==> src/rtl/pipeline_hazard_ctrl.sv <==
// Stall/flush controller for the 5-stage pipeline: load-use bubbles, branch redirects,
// mult/div sequencing with a bounded wait, and a saturating stall-cycle counter.
module pipeline_hazard_ctrl #(
    parameter int MD_TIMEOUT = 40,
    parameter int CNT_W      = 16
) (
    input  logic             clock_i,
    input  logic             reset_ni,
    input  logic [4:0]       fd_rs1_i,
    input  logic [4:0]       fd_rs2_i,
    input  logic             fd_uses_rs2_i,
    input  logic             dx_is_load_i,
    input  logic [4:0]       dx_rd_i,
    input  logic             branch_taken_i,
    input  logic             md_start_i,
    input  logic             md_is_div_i,
    input  logic             md_ready_i,
    output logic             pc_stall_o,
    output logic             fd_stall_o,
    output logic             fd_flush_o,
    output logic             dx_stall_o,
    output logic             dx_bubble_o,
    output logic             xm_bubble_o,
    output logic             ctrl_mult_o,
    output logic             ctrl_div_o,
    output logic             md_timeout_o,
    output logic [CNT_W-1:0] stall_cycles_o,
    output logic             state_o
);

    typedef enum logic {
        ST_RUN     = 1'b0,
        ST_MD_WAIT = 1'b1
    } state_e;

    localparam int WAIT_W = (MD_TIMEOUT > 1) ? $clog2(MD_TIMEOUT) : 1;
    localparam logic [WAIT_W-1:0] WAIT_LAST = WAIT_W'(MD_TIMEOUT - 1);
    localparam logic [CNT_W-1:0]  CNT_MAX   = '1;

    state_e              state_q, state_d;
    logic [WAIT_W-1:0]   wait_cnt_q, wait_cnt_d;
    logic                timeout_q, timeout_d;
    logic                md_start_q;
    logic [CNT_W-1:0]    stall_cnt_q, stall_cnt_d;

    logic pc_stall, fd_stall, fd_flush, dx_stall, dx_bubble, xm_bubble, ctrl_mult, ctrl_div;
    logic md_rise;
    logic load_use;

    // The op stays in X (md_start held) after release, so only a rising edge re-arms.
    assign md_rise = md_start_i & ~md_start_q;

    assign load_use = dx_is_load_i && (dx_rd_i != 5'd0) &&
                      ((dx_rd_i == fd_rs1_i) || (fd_uses_rs2_i && (dx_rd_i == fd_rs2_i)));

    always_comb begin
        state_d    = state_q;
        wait_cnt_d = wait_cnt_q;
        timeout_d  = timeout_q;
        pc_stall   = 1'b0;
        fd_stall   = 1'b0;
        fd_flush   = 1'b0;
        dx_stall   = 1'b0;
        dx_bubble  = 1'b0;
        xm_bubble  = 1'b0;
        ctrl_mult  = 1'b0;
        ctrl_div   = 1'b0;
        case (state_q)
            ST_RUN: begin
                if (md_rise) begin
                    ctrl_mult  = ~md_is_div_i;
                    ctrl_div   = md_is_div_i;
                    pc_stall   = 1'b1;
                    fd_stall   = 1'b1;
                    dx_stall   = 1'b1;
                    xm_bubble  = 1'b1;
                    wait_cnt_d = '0;
                    state_d    = ST_MD_WAIT;
                end else if (branch_taken_i) begin
                    fd_flush  = 1'b1;
                    dx_bubble = 1'b1;
                end else if (load_use) begin
                    pc_stall  = 1'b1;
                    fd_stall  = 1'b1;
                    dx_bubble = 1'b1;
                end
            end
            ST_MD_WAIT: begin
                if (md_ready_i) begin
                    // Stalls drop in the ready cycle so X/M captures the result at this edge.
                    state_d = ST_RUN;
                end else begin
                    pc_stall  = 1'b1;
                    fd_stall  = 1'b1;
                    dx_stall  = 1'b1;
                    xm_bubble = 1'b1;
                    if (wait_cnt_q == WAIT_LAST) begin
                        timeout_d = 1'b1;
                        state_d   = ST_RUN;
                    end else begin
                        wait_cnt_d = wait_cnt_q + 1'b1;
                    end
                end
            end
            default: state_d = ST_RUN;
        endcase
    end

    // Outputs are forced low while reset is held, independent of the inputs.
    assign pc_stall_o   = reset_ni & pc_stall;
    assign fd_stall_o   = reset_ni & fd_stall;
    assign fd_flush_o   = reset_ni & fd_flush;
    assign dx_stall_o   = reset_ni & dx_stall;
    assign dx_bubble_o  = reset_ni & dx_bubble;
    assign xm_bubble_o  = reset_ni & xm_bubble;
    assign ctrl_mult_o  = reset_ni & ctrl_mult;
    assign ctrl_div_o   = reset_ni & ctrl_div;
    assign md_timeout_o = timeout_q;
    assign stall_cycles_o = stall_cnt_q;
    assign state_o      = state_q;

    always_comb begin
        stall_cnt_d = stall_cnt_q;
        if (pc_stall_o && (stall_cnt_q != CNT_MAX)) begin
            stall_cnt_d = stall_cnt_q + 1'b1;
        end
    end

    always_ff @(posedge clock_i or negedge reset_ni) begin
        if (!reset_ni) begin
            state_q     <= ST_RUN;
            wait_cnt_q  <= '0;
            timeout_q   <= 1'b0;
            md_start_q  <= 1'b0;
            stall_cnt_q <= '0;
        end else begin
            state_q     <= state_d;
            wait_cnt_q  <= wait_cnt_d;
            timeout_q   <= timeout_d;
            md_start_q  <= md_start_i;
            stall_cnt_q <= stall_cnt_d;
        end
    end

endmodule
==> config.mk <==
export PLATFORM = sky130hd
export DESIGN_NAME = pipeline_hazard_ctrl
export DESIGN_NICKNAME = d
export VERILOG_FILES = /design/src/rtl/pipeline_hazard_ctrl.sv
export SDC_FILE = /design/constraint.sdc
export NUM_CORES = 1
export LEC_CHECK = 0
export BUFFER_PORTS_ARGS = -buffer_cell sky130_fd_sc_hd__buf_4
export CAP_MARGIN = 20
export CORE_MARGIN = 5
export CORE_UTILIZATION = 53
export CTS_CLUSTER_SIZE = 40
export DETAILED_ROUTE_END_ITERATION = 10
export GPL_TIMING_DRIVEN = 0
export PLACE_DENSITY = 0.92
export SYNTH_ARGS = -nofsm -noshare
export SYNTH_HDL_FRONTEND = slang
export SYNTH_SLANG_ARGS = --single-unit
==> constraint.sdc <==
create_clock -name clock_i -period 3.3 [get_ports clock_i]
set_clock_uncertainty 0.1 [all_clocks]
set_input_delay 0.33 -clock clock_i [delete_from_list [all_inputs] [get_ports clock_i]]
set_output_delay 0.33 -clock clock_i [all_outputs]
set_load 0.01 [all_outputs]
After elaboration in Yosys (flattened, before gate mapping) --
Index checks and enable logic that the tools add are counted.
Storage, ports and cells: output and inout port bits 26, logic and storage cells 57, bits of input ports 23, register bits after elaboration 25
Cells by class: reductions and logical operators 8, multiplexer cells 24, bitwise gates (word level) 11, $add $sub $neg 2, equal/unequal tests 7
Operator list (number):
- $mux W6 | 3
- $mux W1 | 17
- $add A16 B1 Y16 const B | 1
- $ne A16 B16 Y1 const B | 1
- $pmux W6 S2 | 1
- $eq A5 B5 Y1 | 2
- $and A1 B1 Y1 | 7
- $add A6 B1 Y6 const B | 1
- $eq A6 B6 Y1 const B | 1
- $ne A2 B2 Y1 const B | 3
- $pmux W1 S2 | 3
- $reduce_and A3 Y1 | 2
- $reduce_bool A5 Y1 | 1
- $logic_and A1 B1 Y1 | 4
- $not A1 Y1 | 4
- $logic_or A1 B1 Y1 | 1

Longest topological paths before layout --
depth after elaboration 10, gate-level depth with buffers 7, gate-level depth less buffers 7

Worst setup path before layout --
Ideal clock, no wire load.
kind in2out, start in dx_rd_i[1], end out pc_stall_o, buffers on the path 2, stages 6, arrival time 1.542 ns, path slack 1.328 ns, data required time 2.870 ns, path through or4_1 > o21ai_1 > a2111o_1 > o21ai_4 > buf_6 > buf_4
On the way: cells in the longest elaborated chain, start to end 9, elaborated cells on any way between the ends 12, classes of those cells 2 x eq/ne; 4 x mux; 1 x bitwise; 5 x reduce/logical
RTL lines:
- from (decl) | RTL line 13 | input logic [4:0] dx_rd_i,
- $eq A5 B5 Y1 | RTL line 54 | ((dx_rd_i == fd_rs1_i) || (fd_uses_rs2_i && (dx_rd_i == fd_rs2_i)));
- $logic_and A1 B1 Y1 | RTL line 54
- $logic_or A1 B1 Y1 | RTL line 54
- $logic_and A1 B1 Y1 (*) | RTL line 53 | assign load_use = dx_is_load_i && (dx_rd_i != 5'd0) &&
- $mux W1 (*) (3 in a row)
- $pmux W1 S2 (*)
- $and A1 B1 Y1 (*)
- to (decl) | RTL line 18 | output logic pc_stall_o,
Every way passes the cells marked *; elsewhere a longest branch is shown, timed or not.

Final worst setup path --
start in reset_ni, end out pc_stall_o
On the way: cells in the longest elaborated chain, start to end 1
RTL lines:
- from (decl) | RTL line 8 | input logic reset_ni,
- $and A1 B1 Y1 | RTL line 110 | assign pc_stall_o = reset_ni & pc_stall;
Every way passes these cells.

==> flow_metrics.tcl <==
set metrics [dict create \
    status "completed" \
    core_area_mm2 0.00252 \
    peakVddDrop_mv 0.392 \
    grt_max_degree 30 \
    ys_top_cells_by_area "dfrtp_1 (44%), xnor2_1 (8.6%), xor2_1 (8.0%)" \
    multiInputGateArea_um2 747 \
    worstPathMaxFanout 29 \
    cp.arrival_ps 2360 \
    final_nets 218 \
    period_minus_slack_ps 2790 \
    clkTransAtPathRegs_ps 120 \
    syn_to_final_growth_pct 30.6 \
    drt_wl_total_mm 3.15 \
    r2r_setup_slack_ps 1190 \
    place.gp.congestion 0.814 \
    grt_pass1_vias 1195 \
    worst_pin_slew_ps 472 \
    grt.overflow.total 0 \
    drtAntennaViolNets 0 \
    detail_route.drc_violations 0 \
    fin_crit_sh_pct 84.5 \
    grtUsageMet3_pct 3.31 \
    wl_per_cell_um 14.2 \
    yosysUniqueCellTypes 36 \
    die_area_mm2 0.00381 \
    critPathLaunchType "primary input" \
    vias_per_cell 5.46 \
    syn_inst 139 \
    cts.repair.resized 0 \
    clock_sinks 25 \
    drv_cap 0 \
    die_h_um 61.7 \
    vias 1212 \
    drv_slew 0 \
    cts-buffers-inserted 3 \
    ff_latch_area_um2 626 \
    yosysMostFrequentCell "dfrtp_1" \
    drt_iter0_drc 50 \
    worst_setup_path_end_kind "output port" \
    ys_seq_area_share_pct 44.1 \
    grt_pass1_wl_mm 5.10 \
    path_class "in2out" \
    firstDrtPassIters 4 \
    hold_viol_final 0 \
    io-pin-count 49 \
    synth_top_cell_by_area "dfrtp_1" \
    powerDensity_mw_per_mm2 412 \
    cts_tree "done" \
    insertion_delay_ps 310 \
    synth-edff-count 0 \
    whs_path_depth 1 \
    rsz0062_at_grt "false" \
    synthesis.area_mm2 0.00142 \
    track_usage_pct 18.0 \
    numPortBuffers 48 \
    drive_gt1_share_pct 31.3 \
    start_util_pct 56.2 \
    fp-row-count 18 \
    setup_viol 0 \
    antenna_found_initial 0 \
    critical_path_required_ps 2870 \
    busiest_layer "met2" \
    max_freq_mhz 359 \
    leakage_nw 0.920 \
    grtUsageMet1_pct 21.4 \
    n_fill_cell 203 \
    yosysTopAreaCellShare_pct 44.1 \
    fin_util_pct 73.4 \
    fp.dieW_um 61.7 \
    r2r_end "stall_cycles_o[10]" \
    antenna_cells 0 \
    met2_usage_pct 31.5 \
    async_reset_ff_share_pct 100 \
    cts_root_buffer "clkbuf_4" \
    setup_tns_ps 0 \
    htreeDepth 1 \
    synth_fp_nets 164 \
    hold_class "in2reg" \
    synthTopCellsByCount "dfrtp_1 (25), xnor2_1 (14), xor2_1 (13)" \
    ys_seq_elements 25 \
    hold_start "md_start_i" \
    dpl.hpwl_mm 2.53 \
    rr_startpoint "stall_cycles_o[0]" \
    yosysWarningCount 0 \
    syn_avg_cell_area_um2 10.2 \
    slew_headroom_pct 68.4 \
    holdPathEnd "md_start_q" \
    synth_ff_type "dfrtp_1" \
    reg2reg_depth 7 \
    clockBufferDepth 2 \
]
## flip-flops by register name (all words and copies together), names as in the netlist
name / flops
md_start_q: 1
md_timeout_o: 1
stall_cycles_o: 16
state_o: 1
wait_cnt_q: 6
## cells in the final DEF (no fill, tap or decap), types with 2 or more instances in the layout
| cell type | count |
|---|---|
| nand2b_1 | 2 |
| nand3_1 | 11 |
| inv_1 | 4 |
| clkbuf_4 | 3 |
| o21ai_0 | 2 |
| nand2_1 | 8 |
| xnor2_1 | 14 |
| nor2b_1 | 3 |
| nand4_1 | 7 |
| buf_4 | 50 |
| nor2_1 | 12 |
| ha_1 | 2 |
| dfrtp_1 | 25 |
| nor3_1 | 3 |
| xor2_1 | 13 |
| clkbuf_1 | 2 |
| and3_1 | 10 |
## power by group
group	internal, mW	total, mW	switching (mW)	leakage [nW]
Sequential	0.348	0.404	0.0564	0.335
Combinational	0.128	0.227	0.0986	0.569
Clock	0.0472	0.133	0.0858	0.0150
Total	0.523	0.764	0.241	0.920
## what timing repair did
action,in CTS,in global routing
hold buffers,1,0
hold endpoints to repair,25,0
buffers inserted,0,0
## worst max-delay path, stage by stage
cell	delay, ps
dlygate4sd3_1	530
buf_4	320
inv_1	100
a2111o_1	440
o21ai_4	240
buf_6	180
buf_4	110
buf_4	100
## per-stage QoR
stage          power [mW]  hold WS, ps  setup WS (ps)  instance area [um2]  instances
2_1_floorplan       0.516        -65.6           1330                 1420        139
3_3_place_gp        0.625          157            996                 1820        217
3_5_place_dp        0.637          158            981                 1820        217
4_1_cts             0.773         20.1            493                 1850        222
5_1_grt             0.814         8.77            341                 1850        222
6_report            0.764         31.1            513                 1850        222
## cell type report
cell class                 count  share of cell area [%]
multi-input combinational    106                    40.3
sequential                    25                    33.8
timing repair buffer          49                    20.0
tap                           30                    2.03
buffer                         4                    1.62
clock buffer                   4                    1.42
inverter                       4                   0.811
## worst max path at each step
stage / cells after the start / slack (ps) / start / to
floorplan: 6 / 1330 / dx_rd_i[1] / pc_stall_o
CTS: 8 / 490 / reset_ni / pc_stall_o
global route: 8 / 340 / reset_ni / pc_stall_o
detailed placement: 8 / 980 / dx_rd_i[1] / pc_stall_o
global placement: 8 / 1000 / dx_rd_i[1] / pc_stall_o
finish: 8 / 510 / reset_ni / pc_stall_o
## cells by family after synthesis
family | Yosys count | share of synthesized area [%]
muxes | 3 | 2.65
adders and majority gates | 2 | 1.76
xor gates and xnor gates | 27 | 16.7
buffers and inverters | 8 | 3.18
AOI/OAI and AO/OA | 11 | 6.27
and+or+nand+nor | 63 | 25.3
DFF | 25 | 44.1
## routing by layer
layer	wire length, um	share of wire (%)	up-vias
met1	1250	40	579
met5	0	0	-
li1	-	-	590
met3	197	6.3	8
met4	83	2.6	0
met2	1620	51	35
(Power assumes the default switching activity.)
